==> config.mk <==
export PLATFORM = sky130hd
export DESIGN_NAME = div_ratio_sched
export DESIGN_NICKNAME = d
export VERILOG_FILES = /design/src/rtl/div_sched_pkg.sv /design/src/rtl/div_core.sv /design/src/rtl/div_ratio_sched.sv
export SDC_FILE = /design/constraint.sdc
export NUM_CORES = 1
export LEC_CHECK = 0
export ABC_AREA = 1
export CAP_MARGIN = 10
export CORE_ASPECT_RATIO = 0.5
export CORE_UTILIZATION = 30
export CTS_BUF_LIST = sky130_fd_sc_hd__clkbuf_2
export DETAILED_ROUTE_END_ITERATION = 10
export GPL_ROUTABILITY_DRIVEN = 0
export PLACE_DENSITY = 0.49
export SLEW_MARGIN = 20
export SYNTH_ARGS = -nofsm -noshare
export SYNTH_HDL_FRONTEND = slang
export SYNTH_HIERARCHICAL = 1
export SYNTH_SLANG_ARGS = --single-unit
==> constraint.sdc <==
create_clock -name clk_in -period 8.85 [get_ports clk_in]
set_input_delay 1.3275 -clock clk_in [delete_from_list [all_inputs] [get_ports clk_in]]
set_output_delay 1.3275 -clock clk_in [all_outputs]
set_load 0.02 [all_outputs]
==> src/rtl/div_sched_pkg.sv <==
`default_nettype none
// ============================================================================
// Package   : div_sched_pkg
// Purpose   : Shared types and constants for the divide-ratio scheduler.
//             FSM state encoding, default ratio width / reset ratio, and the
//             smallest ratio the divider can legally run.
// Revision  : 1.0  initial release
// ============================================================================
package div_sched_pkg;

  localparam int W_DEFAULT         = 8;
  localparam int DEF_RATIO_DEFAULT = 7;
  localparam int MIN_RATIO         = 2;

  typedef enum logic [1:0] {
    ST_IDLE = 2'd0,
    ST_PEND = 2'd1,
    ST_ACK  = 2'd2
  } state_t;

endpackage
`default_nettype wire

==> src/rtl/div_core.sv <==
`default_nettype none
// ============================================================================
// Module    : div_core
// Purpose   : Programmable divider counter with near-50% duty decode and an
//             end-of-period tick. The active ratio is held here and replaced
//             only when load is asserted (on a period boundary).
// Ports     : clk_in, rst       clock, async active-high reset
//             load, load_ratio  replace active ratio, restart period at cnt 0
//             ratio             ratio currently driving the counter
//             cnt_last          counter is in the final cycle of the period
//             div_out           divided square wave (registered)
//             div_tick          high in the final cycle of a period (registered)
// Revision  : 1.0  initial release
// ============================================================================
module div_core #(
  parameter int W         = 8,
  parameter int DEF_RATIO = 7
) (
  input  logic         clk_in,
  input  logic         rst,
  input  logic         load,
  input  logic [W-1:0] load_ratio,
  output logic [W-1:0] ratio,
  output logic         cnt_last,
  output logic         div_out,
  output logic         div_tick
);

  logic [W-1:0] cnt;
  logic [W-1:0] cnt_nxt;
  logic [W-1:0] ratio_nxt;
  logic [W:0]   half_nxt;

  assign cnt_last = (cnt == (ratio - W'(1)));

  // Both registered outputs are decoded from the values the counter and
  // ratio will hold after this edge, so they line up with cnt without a
  // combinational path to the pins.
  always_comb begin
    ratio_nxt = load ? load_ratio : ratio;
    cnt_nxt   = (cnt_last || load) ? '0 : (cnt + W'(1));
    // ceil(N/2), computed one bit wider so N = 2^W-1 cannot overflow
    half_nxt  = ({1'b0, ratio_nxt} + (W+1)'(1)) >> 1;
  end

  always_ff @(posedge clk_in or posedge rst) begin
    if (rst) begin
      cnt      <= W'(DEF_RATIO - 1);
      ratio    <= W'(DEF_RATIO);
      div_out  <= 1'b0;
      div_tick <= 1'b0;
    end else begin
      cnt      <= cnt_nxt;
      ratio    <= ratio_nxt;
      div_out  <= ({1'b0, cnt_nxt} < half_nxt);
      div_tick <= (cnt_nxt == (ratio_nxt - W'(1)));
    end
  end

endmodule
`default_nettype wire

==> src/rtl/div_ratio_sched.sv <==
`default_nettype none
// ============================================================================
// Module    : div_ratio_sched
// Purpose   : Two-requester round-robin scheduler for the divide ratio of a
//             shared clock divider. A granted ratio is applied only at the end
//             of the current output period so div_out never emits a runt.
// Ports     : clk_in, rst        clock, async active-high reset
//             req[1:0]           ratio-change requests, held until ack
//             ratio0, ratio1     requested ratios
//             ack[1:0]           one-cycle completion pulse per requester
//             err                one-cycle pulse with ack for ratio < 2
//             busy               scheduler not idle
//             cur_ratio          ratio currently driving the divider
//             div_out, div_tick  divided clock and end-of-period enable
// Revision  : 1.0  initial release
// ============================================================================
module div_ratio_sched
  import div_sched_pkg::*;
#(
  parameter int W         = W_DEFAULT,
  parameter int DEF_RATIO = DEF_RATIO_DEFAULT
) (
  input  logic         clk_in,
  input  logic         rst,
  input  logic [1:0]   req,
  input  logic [W-1:0] ratio0,
  input  logic [W-1:0] ratio1,
  output logic [1:0]   ack,
  output logic         err,
  output logic         busy,
  output logic [W-1:0] cur_ratio,
  output logic         div_out,
  output logic         div_tick
);

  state_t       state;
  state_t       state_nxt;
  logic         rr_last;     // requester granted most recently
  logic         grant;
  logic         rejected;
  logic [W-1:0] nxt_ratio;
  logic         sel;
  logic [W-1:0] sel_ratio;
  logic         sel_ok;
  logic         load;
  logic         cnt_last;

  // --------------------------------------------------------------------------
  // Arbiter: a tie goes to the requester that was not granted last.
  // --------------------------------------------------------------------------
  always_comb begin
    case (req)
      2'b01:   sel = 1'b0;
      2'b10:   sel = 1'b1;
      default: sel = ~rr_last;
    endcase
    sel_ratio = sel ? ratio1 : ratio0;
    sel_ok    = (sel_ratio >= W'(MIN_RATIO));
  end

  // --------------------------------------------------------------------------
  // FSM: state register
  // --------------------------------------------------------------------------
  always_ff @(posedge clk_in or posedge rst) begin
    if (rst) begin
      state <= ST_IDLE;
    end else begin
      state <= state_nxt;
    end
  end

  // --------------------------------------------------------------------------
  // FSM: next state
  // --------------------------------------------------------------------------
  always_comb begin
    state_nxt = state;
    case (state)
      ST_IDLE: begin
        if (|req) begin
          state_nxt = sel_ok ? ST_PEND : ST_ACK;
        end
      end
      ST_PEND: begin
        if (cnt_last) begin
          state_nxt = ST_ACK;
        end
      end
      ST_ACK:  state_nxt = ST_IDLE;
      default: state_nxt = ST_IDLE;
    endcase
  end

  // --------------------------------------------------------------------------
  // FSM: outputs
  // --------------------------------------------------------------------------
  always_comb begin
    ack  = 2'b00;
    err  = 1'b0;
    busy = (state != ST_IDLE);
    load = (state == ST_PEND) && cnt_last;
    if (state == ST_ACK) begin
      ack[grant] = 1'b1;
      err        = rejected;
    end
  end

  // --------------------------------------------------------------------------
  // Grant capture. A rejected request also counts as a grant so that a
  // requester repeatedly asking for an illegal ratio cannot starve the other.
  // --------------------------------------------------------------------------
  always_ff @(posedge clk_in or posedge rst) begin
    if (rst) begin
      rr_last   <= 1'b1;
      grant     <= 1'b0;
      rejected  <= 1'b0;
      nxt_ratio <= W'(DEF_RATIO);
    end else if ((state == ST_IDLE) && (|req)) begin
      rr_last  <= sel;
      grant    <= sel;
      rejected <= ~sel_ok;
      if (sel_ok) begin
        nxt_ratio <= sel_ratio;
      end
    end
  end

  div_core #(
    .W         (W),
    .DEF_RATIO (DEF_RATIO)
  ) u_core (
    .clk_in     (clk_in),
    .rst        (rst),
    .load       (load),
    .load_ratio (nxt_ratio),
    .ratio      (cur_ratio),
    .cnt_last   (cnt_last),
    .div_out    (div_out),
    .div_tick   (div_tick)
  );

endmodule
`default_nettype wire

Yosys cells after proc, flatten, opt, wreduce, memory -nomap -nowiden
Cells that the tools add are included.
Widths: inputs -> output; s select.

word-level totals
  input bits = 20
  memories kept = 0
  latch bits = 0
  memory bits (writable) = 0
  memory bits (read-only) = 0
  register bits after elaboration = 31
  word-level logic and storage cells = 48

operators by class
  reductions and logical operators = 9
  bitwise gates (word level) = 2
  equality and inequality tests = 8
  $lt $le $gt $ge = 4
  mux-type cells = 12
  div/mod/pow operators = 0
  shift-type cells = 0
  $add $sub $neg = 4
  multipliers = 0

operators by type and width
  operator             number
  $mux 8               3
  $eq 8x8->1           2
  $sub 8x1->8 const B  2
  $add 8x1->9 const B  1
  $add 8x1->8 const B  1
  $ge 8x2->1 const B   1
  $lt 8x8->1           1
  $mux 2               4
  $eq 2x1->1 const B   2
  $eq 2x2->1 const B   2
  $pmux 2 s2           1
  $reduce_and 2->1     2
  $logic_and 1x1->1    3
  $logic_not 2->1      1
  $lt 1x2->1 const B   1
  $mux 1               2
  $ne 2x1->1 const B   1
  $ne 2x2->1 const B   1
  $not 1->1            2
  $pmux 1 s2           1
  $reduce_bool 2->1    1
  $reduce_or 2->1      1
  $demux 1 s1          1
  $ge 1x1->1 const B   1
  $logic_or 1x1->1     1

Longest topological paths before layout
Gate-level depths: netlist (run 1).

  depth after elaboration = 7
  mapped depth = 25
  depth with buffers taken out = 24

Cells and area by module
Netlist (run 1), hierarchy kept.

by module, submodules not included
  module           seq. area each (um2)  instances  cells each  area an instance (um2)
  div_core         456.7                 1          232         1664.1
  div_ratio_sched  330.3                 1          121         833.3

Worst setup path before layout (run 1)
Ideal clock, no wire load.

  path kind = register to register
  start = reg u_core.ratio[0]
  end = reg u_core.div_out
  required time = 8.773 ns
  setup slack = 5.256 ns
  clock period less this slack = 3.594 ns
  data arrival time = 3.516 ns
  cell stages (with the launch flop) = 23
  path through = dfstp_2 inv_1 ha_1 nand2_1 nand4_1 a21oi_1 o211ai_1 nor3_1 inv_1 nor2_1 buf_6 nand2_1 o21ai_2 ha_1 nand2_1 nor2_1 nand3_1 nor2_1 nand2_1 ha_1 a21oi_1 o21ai_0 a21oi_1

between the ends
  longest elaborated chain between the ends = 6
  elaborated cells between the ends (all ways) = 8

RTL lines
  element                        line                    RTL
  start, declared                div_core.sv:23          output logic [W-1:0] ratio,
  start signal, assigned         div_core.sv:49          ratio <= W'(DEF_RATIO);
  start signal, assigned         div_core.sv:54          ratio <= ratio_nxt;
  $sub 8x1->8                    div_core.sv:34          assign cnt_last = (cnt == (ratio - W'(1)));
  $eq 8x8->1                     div_core.sv:34
  named net cnt_last             div_ratio_sched.sv:46   logic cnt_last;
  $logic_and 1x1->1              div_ratio_sched.sv:100  load = (state == ST_PEND) && cnt_last;
  named net load                 div_ratio_sched.sv:45   logic load;
  $mux 8                         div_core.sv:40          ratio_nxt = load ? load_ratio : ratio;
  named net u_core.ratio_nxt[0]  div_core.sv:31          logic [W-1:0] ratio_nxt;
  $add 8x1->9                    div_core.sv:43          half_nxt = ({1'b0, ratio_nxt} + (W+1)'(1)) >> 1;
  $lt 8x8->1                     div_core.sv:55          div_out <= ({1'b0, cnt_nxt} < half_nxt);
  end signal, assigned           div_core.sv:55
  end, declared                  div_core.sv:25          output logic div_out,

The timed path passes the listed nets, and every way through them passes these cells.
A chain may end at the register's enable or synchronous reset.

Worst setup path in the final report (run 1)
Ends and elaborated chain as after synthesis.

==> results by group, run 1 <==
Clocking
  • CTS tree: done
  • Setup bufs post-CTS: 0
  • CTS Buf Count: 5
  • Clk_lat worst skew: around 0.35 ns
  • Clk buf depth: 2
  • Clk sinks: 31
  • Clk slew on worst S/H paths: ~0.17 ns
  • Hold buffer count at CTS: 0
  • Root Buffer: clkbuf_2
  • Post-CTS Resized: 0
  • H-tree Lvls: 2

Synthesis
  • Top FF cell, synth: dfrtp_1
  • Synth Area in XOR/XNOR: under 10%
  • Top cells by area, synth: dfrtp_1 (22%), nand2_1 (14%), dfstp_2 (9.5%)
  • Register bit total from synthesis: 31
  • Mean Syn Cell Area: 7.07 um2
  • Most frequent cells after synthesis: nand2_1 (90), inv_1 (59), nor2_1 (36), nand3_1 (29), dfrtp_1 (22)
  • Adder-cell area share of the yosys netlist: 6.51%
  • Mux cell area share after synthesis: 0%
  • Sequential-to-total area share from yosys stat: 31.5%
  • Largest family of logic cells by synthesized area: simple AND/OR/NAND/NOR gates
  • Post-synthesis simple-gate area fraction: between 30 and 40%
  • Post-synth net total: ~390
  • Distinct cells, synth: 33
  • Dominant cell by count in the synthesized netlist: nand2_1
  • Mapped Area: between 2000 and 2500 um2
  • Yosys top cell area share: 22.0%
  • Yosys Warn Count: 6
  • Fraction of registers with async set/reset: 100%
  • Number of enable flip-flop cells after synthesis: 0
  • Compound-Gate Fraction of Synth Area: under 10%
  • Area leader, netlist: dfrtp_1
  • Cells after Synth: 353

Place
  • DP Area: about 2900 um2
  • Port-buffer cells: 33
  • Setup WS pre-CTS: between 4 and 5 ns
  • Post-DP HPWL: between 4 and 5 mm

Routing
  • 1st-iter DRT viols: 110
  • DRT Pass-1 Iters: 6
  • DRT antenna net count: 0
  • # DRC: 0
  • Detailed-route wire length per cell: ~12 um
  • Via density: 4.42
  • Final WL: 6.00 mm
  • Vias post-DR: around 2200

Power
  • Logic pwr share: a little under a third
  • Leakage: 1.55 nW
  • Sw Ratio: about 36%
  • Clock Power Share: 18.5%
  • Design Power: 371 uW
  • Power density over cell area: between 100 and 150 nW/um2
  • Switch Pwr: 133 uW
  • Sequential power share: 50.7%
  • Int Power: about 240 uW
  • Maximum VDD drop: between 60 and 70 uV

Finish
  • Design area: just under 3000 um2
  • Ant. Diodes: 0
  • Fin nets: about 420
  • Fillers: 848
  • Syn-to-layout area delta: 19.5%
  • Layout cells sized above 1: between 10% and 20%

Worst setup path
  • Max FO, Critical Path: 12
  • CP peak stage delay: about 0.60 ns
  • CP Cell Sequence: inv_1 > ha_1 > nand2_1 > nand4_1 > a21oi_1 > o211ai_1 > nor3_1 > inv_1 > nor2_1 > buf_4 > nand2_1 > o21ai_2 > ha_1 > nand2_1 > nor2_1 > nand3_1 > xor2_1 > ha_1 > a21oi_1 > o21ai_0 > a21oi_1
  • Buf/Inv on CP: 3
  • CP Data Arrival Time: approximately 4.2 ns
  • Critical path's top delay family: simple AND/OR/NAND/NOR gates
  • Crit. End Element: register
  • Req. time, crit path: a little over 9 ns
  • Critical path type: register to register
  • Slowest stage cell, crit path: dfstp_2
  • Startpoint Class: register

Status
  • Outcome: completed

STA
  • Max Clock Freq: around 0.25 GHz
  • Final Skew: 0.0147 ns
  • Crit path time final: 3.94 ns
  • Hold WS: ~0.47 ns
  • Final setup fails: 0
  • Worst slew pin tran: a little under 0.8 ns
  • Final Max Tran Viols: 0
  • RSZ-0062 raised after global routing: no
  • Post-route worst setup slack: 4.91 ns
  • Slew headroom: 48.7%
  • Final worst path period share: approximately 45%
  • Final Hold Viols: 0
  • TNS Setup: 0 ns

Floorplanning
  • Initial core utilization: 31.1%
  • Row Count: 23
  • Core area: 8030 um2
  • Die Span X: roughly 130 um
  • Die area: approximately 8700 um2
  • Die Span Y: around 67 um
  • I/O pins: 34

Global route
  • Gr ovfl total: 0
  • Largest net degree at the start of global routing: 19
  • Number of antenna violations at the first check in global routing: 0
  • Vias in the first global route: about 2200
  • GRT Util Overall: between 10% and 20%
  • First-pass GRT wire length: ~10 mm

Run
  • Max-cap violations: 0

Hold path
  • Hold Crit Class: register to register
kinds of logic after synthesis:
| logic type | count (synthesis) |
|---|---|
| compound gates | 28 |
| xor+xnor | 22 |
| fa+ha+maj | 13 |
| buf+inv | 68 |
| flops | 31 |
| simple gates | 191 |
sequential cells by signal (all words and copies together) (netlist names):
| signal | cells |
|---|---|
| nxt_ratio | 8 |
| rejected | 1 |
| u_core/ratio | 8 |
| u_core/cnt | 8 |
| state | 2 |
| grant | 1 |
| u_core/div_tick | 1 |
| rr_last | 1 |
| u_core/div_out | 1 |
metal layers:
layer  routed length, um  GRT usage [%]  vias to the layer above
met1                3080           21.2                     1017
met4                   0           3.02                        0
met2                2720           26.1                       47
met3                 202           2.73                        0
li1                    -              -                     1162
met5                   0              0                        -
cell usage in the layout (no fill, tap or decap), types with 4 or more instances in the layout:
cell type,instances
nand2_1,90
inv_1,59
nor2_1,36
clkdlybuf4s50_1,33
nand3_1,29
dfrtp_1,22
xor2_1,19
ha_1,13
o21ai_0,9
dfstp_2,9
nand2_2,8
o21ai_2,6
clkbuf_2,6
inv_2,6
nor2_2,5
a21oi_1,5
nand2_4,4
cell type report:
cell class / count / area [um2] / share of cell area (%)
Tap cell: 112 / 140 / 4.70
Clock inverter: 2 / 8.76 / 0.294
Multi-Input combinational cell: 254 / 1440 / 48.1
Inverter: 65 / 244 / 8.18
Timing Repair Buffer: 34 / 338 / 11.3
Sequential cell: 31 / 787 / 26.4
Clock buffer: 6 / 30.0 / 1.01
path summary, 6_finish.rpt:
kind / from / end / slack, ns / cells after the start
max in group asynchronous: rst / u_core/cnt[4] / 6.93 / 2
max: u_core/ratio[0] / u_core/div_out / 4.91 / 21
min reg2reg: nxt_ratio[1] / nxt_ratio[1] / 0.47 / 2
min in group asynchronous: rst / nxt_ratio[3] / 1.31 / 2
max reg2reg: u_core/ratio[0] / u_core/div_out / 4.91 / 21
min: nxt_ratio[1] / nxt_ratio[1] / 0.47 / 2
power by group through the flow:
stage                     sequential [mW]  clock [mW]  combinational (mW)
after global placement              0.190           0               0.115
after floorplan                     0.186           0              0.0861
after detailed placement            0.191           0               0.116
after global routing                0.192      0.0794               0.135
final                               0.188      0.0688               0.114
after CTS                           0.189      0.0724               0.116
tightest hold or removal path: stages (launching register included):
cell	delay [ns]
dfstp_2	0.41
nand2_1	0.05
nand2_1	0.04
metrics by stage:
step                utilization (%)  std cells
finish                         37.2        504
global route                   37.2        504
global placement               36.7        496
CTS                            37.2        504
floorplan                         -        353
detailed placement             36.7        496
(Power assumes the default switching activity.)
==> inputs of run 2 (changes only) <==
- clock period: 8.85 -> 4.1 ns (I/O delays scaled with it)
==> results by group, run 2 (synthesized netlist as in run 1, its figures left out) <==
STA
  • Crit path time final: 3.71 ns (-0.235 ns)
  • Worst slew pin tran: 0.738 ns (-0.0308 ns)
  • Slew headroom: 50.8% (+2.1 points)
  • Final Hold Viols: 0 (unchanged)
  • Final worst path period share: 90.4% (+46 points)
  • Final Max Tran Viols: 0 (unchanged)
  • Hold WS: 0.476 ns (+0.00132 ns)
  • Final Skew: 0.0210 ns (+0.00626 ns)
  • Max Clock Freq: 0.270 GHz (+6.3%)
  • TNS Setup: 0 ns (unchanged)
  • Final setup fails: 0 (unchanged)

Worst setup path
  • Max FO, Critical Path: 7 (-5)
  • CP Data Arrival Time: 3.99 ns (-0.23 ns)
  • Startpoint Class: register
  • Critical path type: register to register
  • Crit. End Element: register
  • Req. time, crit path: 4.38 ns (-4.74 ns)

Hold path
  • Hold Crit Class: register to register

Global route
  • GRT Util Overall: 15.5% (-0.12 points)
  • Largest net degree at the start of global routing: 19 (unchanged)
  • Vias in the first global route: 2230 (+2.4%)
  • Number of antenna violations at the first check in global routing: 0 (unchanged)
  • Gr ovfl total: 0 (unchanged)
  • First-pass GRT wire length: 10.2 mm (-2.1%)

Routing
  • Detailed-route wire length per cell: 11.9 um (about the same)
  • 1st-iter DRT viols: 89 (-19%)
  • Vias post-DR: 2247 (+0.94%)
  • DRT antenna net count: 0 (unchanged)
  • # DRC: 0 (unchanged)
  • Final WL: 6.07 mm (+1.1%)
  • DRT Pass-1 Iters: 4 (-2)
  • Via density: 4.41 (about the same)

Floorplanning
  • Initial core utilization: 31.1% (unchanged)
  • I/O pins: 34 (unchanged)
  • Row Count: 23 (unchanged)
  • Die Span Y: 66.5 um (unchanged)
  • Die area: 8720 um2 (unchanged)
  • Core area: 8030 um2 (unchanged)
  • Die Span X: 131 um (unchanged)

Clocking
  • Hold buffer count at CTS: 0 (unchanged)
  • Clk slew on worst S/H paths: 0.18 ns (about the same)
  • Clk buf depth: 2 (unchanged)
  • CTS Buf Count: 5 (unchanged)
  • CTS tree: done
  • Root Buffer: clkbuf_2
  • Clk_lat worst skew: 0.37 ns (+0.02 ns)
  • H-tree Lvls: 2 (unchanged)
  • Clk sinks: 31 (unchanged)

Finish
  • Layout cells sized above 1: 16.4% (+2.1 points)
  • Final core utilization: 38.3% (+1.1 points)
  • Fillers: 845 (-0.35%)
  • Biggest regs: nxt_ratio (8), u_core/cnt (8), u_core/ratio (8)
  • Ant. Diodes: 0 (unchanged)
  • Commonest non-fill, non-tap cell in the layout: nand2_1
  • Fin nets: 429 (+1.2%)
  • Most frequent cells in the layout: nand2_1 (90), inv_1 (59), nor2_1 (35), clkdlybuf4s50_1 (33), nand3_1 (29)
  • Syn-to-layout area delta: 23.0%

Run
  • Max-cap violations: 0 (unchanged)

Place
  • Post-DP HPWL: 4.91 mm (-0.39%)
  • Port-buffer cells: 33 (unchanged)

Power
  • Power density over cell area: 282 nW/um2 (+130%)
  • Leakage: 1.58 nW (+2.3%)
  • Maximum VDD drop: 118 uV (+96%)

Status
  • Outcome: completed
[run 2: worst paths after layout]
kind / startpoint / end / slack, ns / cells after the start
worst max register to register: u_core/ratio[0] / u_core/div_out / 0.39 / 21
worst min register to register: nxt_ratio[1] / nxt_ratio[1] / 0.48 / 2
max in group asynchronous: rst / u_core/cnt[3] / 2.95 / 2
worst min-delay path: nxt_ratio[1] / nxt_ratio[1] / 0.48 / 2
min in group asynchronous: rst / state[1] / 0.57 / 2
worst max-delay path: u_core/ratio[0] / u_core/div_out / 0.39 / 21
[run 2: metal layers]
layer / GRT usage, % / vias up / routed length (um)
met1: 19.8 / 1023 / 2950
met2: 26.7 / 54 / 2820
li1: - / 1168 / -
met4: 4.45 / 0 / 40
met5: 0 / - / 0
met3: 3.05 / 2 / 246
[run 2: timing repair]
| action | CTS | global route |
|---|---|---|
| endpoints found under the setup margin | 0 | 2 |
| buffers inserted | 0 | 4 |
| gates resized for setup | 0 | 6 |
[run 2: area by class of cell]
class | instances | area (um2) | area share (%)
well taps | 112 | 140 | 4.56
repair buffers | 39 | 379 | 12.3
clock inverters | 3 | 38.8 | 1.26
flip-flops and latches | 31 | 787 | 25.6
clock buffers | 5 | 25.0 | 0.814
multi-input cells | 254 | 1460 | 47.5
inverters | 65 | 244 | 7.94
[run 2: stage by stage]
step	total power [mW]	area (um2)	setup slack, ns	cells
floorplan	0.587	2500	0.506	353
global placement	0.665	2950	0.369	497
detailed placement	0.667	2950	0.234	497
CTS	0.883	3020	0.215	505
global route	0.945	3070	-0.00388	509
finish	0.867	3070	0.393	509
[run 2: power by group]
| part | leakage [nW] | internal [mW] | switching, mW |
|---|---|---|---|
| clock | 0.0404 | 0.101 | 0.110 |
| sequential | 0.373 | 0.376 | 0.0298 |
| combinational | 1.17 | 0.101 | 0.150 |
| total | 1.58 | 0.578 | 0.290 |
[run 2: worst max-delay path: stages, from the launching register on]
cell,delay (ns)
dfstp_2,0.59
inv_1,0.12
ha_1,0.34
nand2_1,0.07
nand4_1,0.12
a21oi_1,0.13
o211ai_1,0.11
nor3_2,0.26
inv_1,0.08
nor2_1,0.14
buf_6,0.15
inv_2,0.08
or2_1,0.24
o21ai_2,0.12
inv_1,0.16
nand3_1,0.17
nor3_2,0.06
xor2_1,0.15
ha_1,0.29
nand2_1,0.06
o21ai_0,0.15
a21oi_1,0.06
==> inputs of run 3 (changes only) <==
- CORE_ASPECT_RATIO: 0.5 -> 0.7
==> results by group, run 3 (synthesized netlist as in run 1, its figures left out) <==
Finish
  • Most frequent cells in the layout: nand2_1 (90), inv_1 (59), nor2_1 (35), clkdlybuf4s50_1 (33), nand3_1 (29)
  • Ant. Diodes: 0 (unchanged)
  • Sequential cell area: 787 um2 (unchanged)
  • Final core utilization: 37.8% (-0.50 points)
  • Layout cells sized above 1: 14.8% (-1.6 points)
  • Commonest non-fill, non-tap cell in the layout: nand2_1
  • Biggest regs: nxt_ratio (8), u_core/cnt (8), u_core/ratio (8)
  • Syn-to-layout area delta: 20.6%
  • Area of the multi-input gates: 1450 um2 (-0.69%)
  • Fin nets: 424 (-1.2%)
  • Fillers: 880 (+4.1%)

STA
  • Max Clock Freq: 0.272 GHz (+0.87%)
  • Post-route worst setup slack: 0.425 ns (+0.0318 ns)
  • Final Skew: 0.0253 ns (+0.00428 ns)
  • Final setup fails: 0 (unchanged)
  • Final Max Tran Viols: 0 (unchanged)
  • RSZ-0062 raised after global routing: no
  • Slew headroom: 44.5% (-6.2 points)
  • Final worst path period share: 89.6% (-0.78 points)
  • Crit path time final: 3.67 ns (-0.0318 ns)
  • TNS Setup: 0 ns (unchanged)
  • Worst slew pin tran: 0.829 ns (+0.0913 ns)
  • Final Hold Viols: 0 (unchanged)

Worst setup path
  • Reg2reg end: u_core/div_out
  • Critical path type: register to register
  • Worst reg2reg path depth: 22 (+4.8%)
  • Max FO, Critical Path: 10 (+3)
  • CP Data Arrival Time: 4.01 ns (+0.02 ns)
  • Req. time, crit path: 4.43 ns (+0.05 ns)
  • Crit. End Element: register
  • R2r setup slk: 0.43 ns (+0.03 ns)
  • Startpoint Class: register
  • R2r startpoint: u_core/ratio[0]
  • Critical Path Start: u_core/ratio[0]

Global route
  • First-pass GRT wire length: 9.98 mm (-2.4%)
  • Largest net degree at the start of global routing: 19 (unchanged)
  • Gr ovfl total: 0 (unchanged)
  • Number of antenna violations at the first check in global routing: 0 (unchanged)
  • GRT Util Overall: 14.8% (-0.66 points)
  • Vias in the first global route: 2038 (-8.6%)

Routing
  • # DRC: 6 (+6)
  • Via density: 4.51 (+2.2%)
  • Detailed-route wire length per cell: 12.4 um (+3.9%)
  • DRT antenna net count: 0 (unchanged)
  • DRT Pass-1 Iters: 7 (+3)
  • Final WL: 6.11 mm (+0.66%)
  • 1st-iter DRT viols: 149 (+67%)
  • Vias post-DR: 2224 (-1.0%)

Clocking
  • Clk buf depth: 2 (unchanged)
  • Clk sinks: 31 (unchanged)
  • Root Buffer: clkbuf_2
  • Clk_lat worst skew: 0.38 ns (about the same)
  • CTS tree: done
  • H-tree Lvls: 2 (unchanged)
  • CTS Buf Count: 5 (unchanged)
  • Clk slew on worst S/H paths: 0.19 ns (about the same)

Floorplanning
  • Row Count: 27 (+17%)
  • Core area: 7970 um2 (-0.70%)
  • I/O pins: 34 (unchanged)
  • Die area: 8700 um2 (-0.19%)
  • Die Span Y: 78.3 um (+18%)
  • Die Span X: 111 um (-15%)
  • Initial core utilization: 31.3% (+0.22 points)

Place
  • Setup WS pre-CTS: 0.277 ns (+0.0432 ns)
  • Post-DP HPWL: 5.00 mm (+1.9%)
  • Port-buffer cells: 33 (unchanged)

Hold path
  • Hold EP: nxt_ratio[0]
  • Hold Crit Start: nxt_ratio[0]
  • Hold Crit Class: register to register
  • Worst hold stages: 2 (unchanged)

Power
  • Power density over cell area: 289 nW/um2 (+2.5%)
  • Maximum VDD drop: 110 uV (-6.5%)
  • Design Power: 871 uW (+0.45%)
  • Leakage: 1.56 nW (-1.6%)

Run
  • Max-cap violations: 0 (unchanged)

Status
  • Outcome: finished, violations left
  • Failing checks: DRC
run 3: changes by cell type in the layout (fill, tap and decap cells not counted):
cell     delta
buf_4       -5
o21ai_2     +1
nor3_2      -1
ha_2        -1
nor2_4      +1
nor3_1      +1
o21ai_4     -1
nor2_2      -1
ha_1        +1
run 3: routing by layer:
layer  wire length, um  global-route usage [%]  vias up
met3               371                    2.55        2
li1                  -                       -     1168
met4                29                    4.05        0
met2              2210                    19.6       45
met5                 0                       0        -
met1              3490                    23.8     1009
run 3: critical path, cell delays in order, from the launching register on:
cell	delay, ns
dfstp_2	0.60
inv_1	0.11
ha_1	0.33
nand2_1	0.06
nand4_1	0.11
a21oi_1	0.13
o211ai_1	0.11
nor3_2	0.14
inv_1	0.10
nor2_4	0.15
buf_6	0.19
nand2_1	0.08
o21ai_2	0.13
inv_1	0.11
ha_1	0.23
nand2_1	0.09
nor2_1	0.06
nand3_1	0.12
xor2_1	0.19
ha_1	0.27
a21oi_1	0.12
o21ai_0	0.08
a21oi_1	0.11
run 3: worst max-delay path by stage:
stage | to | slack (ns)
finish | u_core/div_out | 0.43
global route | u_core/div_out | 0.06
CTS | u_core/div_out | 0.22
detailed placement | u_core/div_out | 0.28
global placement | u_core/div_out | 0.29
floorplan | u_core/div_out | 0.51
run 3: power breakdown:
group	leakage, nW	switching, mW	internal [mW]
sequential	0.373	0.0274	0.376
clock	0.0404	0.116	0.100
combinational	1.14	0.155	0.0965
run 3: stage by stage:
| step | hold WS [ns] | cells | instance area, um2 |
|---|---|---|---|
| 2_1_floorplan | 0.434 | 353 | 2500 |
| 3_5_place_dp | 0.455 | 485 | 2930 |
| 5_1_grt | 0.498 | 493 | 3010 |
| 4_1_cts | 0.478 | 493 | 3000 |
| 3_3_place_gp | 0.457 | 485 | 2930 |
| 6_report | 0.473 | 493 | 3010 |
run 3: layout make-up:
type	count	area share, %
tap	101	4.20
sequential	31	26.1
clock buffer	5	0.831
inverter	65	8.10
timing repair buffer	34	11.3
clock inverter	3	1.29
multi-input combinational	254	48.1
run 3: what timing repair did:
item / 4_1_cts / 5_1_grt
hold buffers: 0 / 0
buffers inserted: 0 / 0
gates resized for setup: 0 / 4
hold endpoints to repair: 0 / 0
setup endpoints to repair: 0 / 2
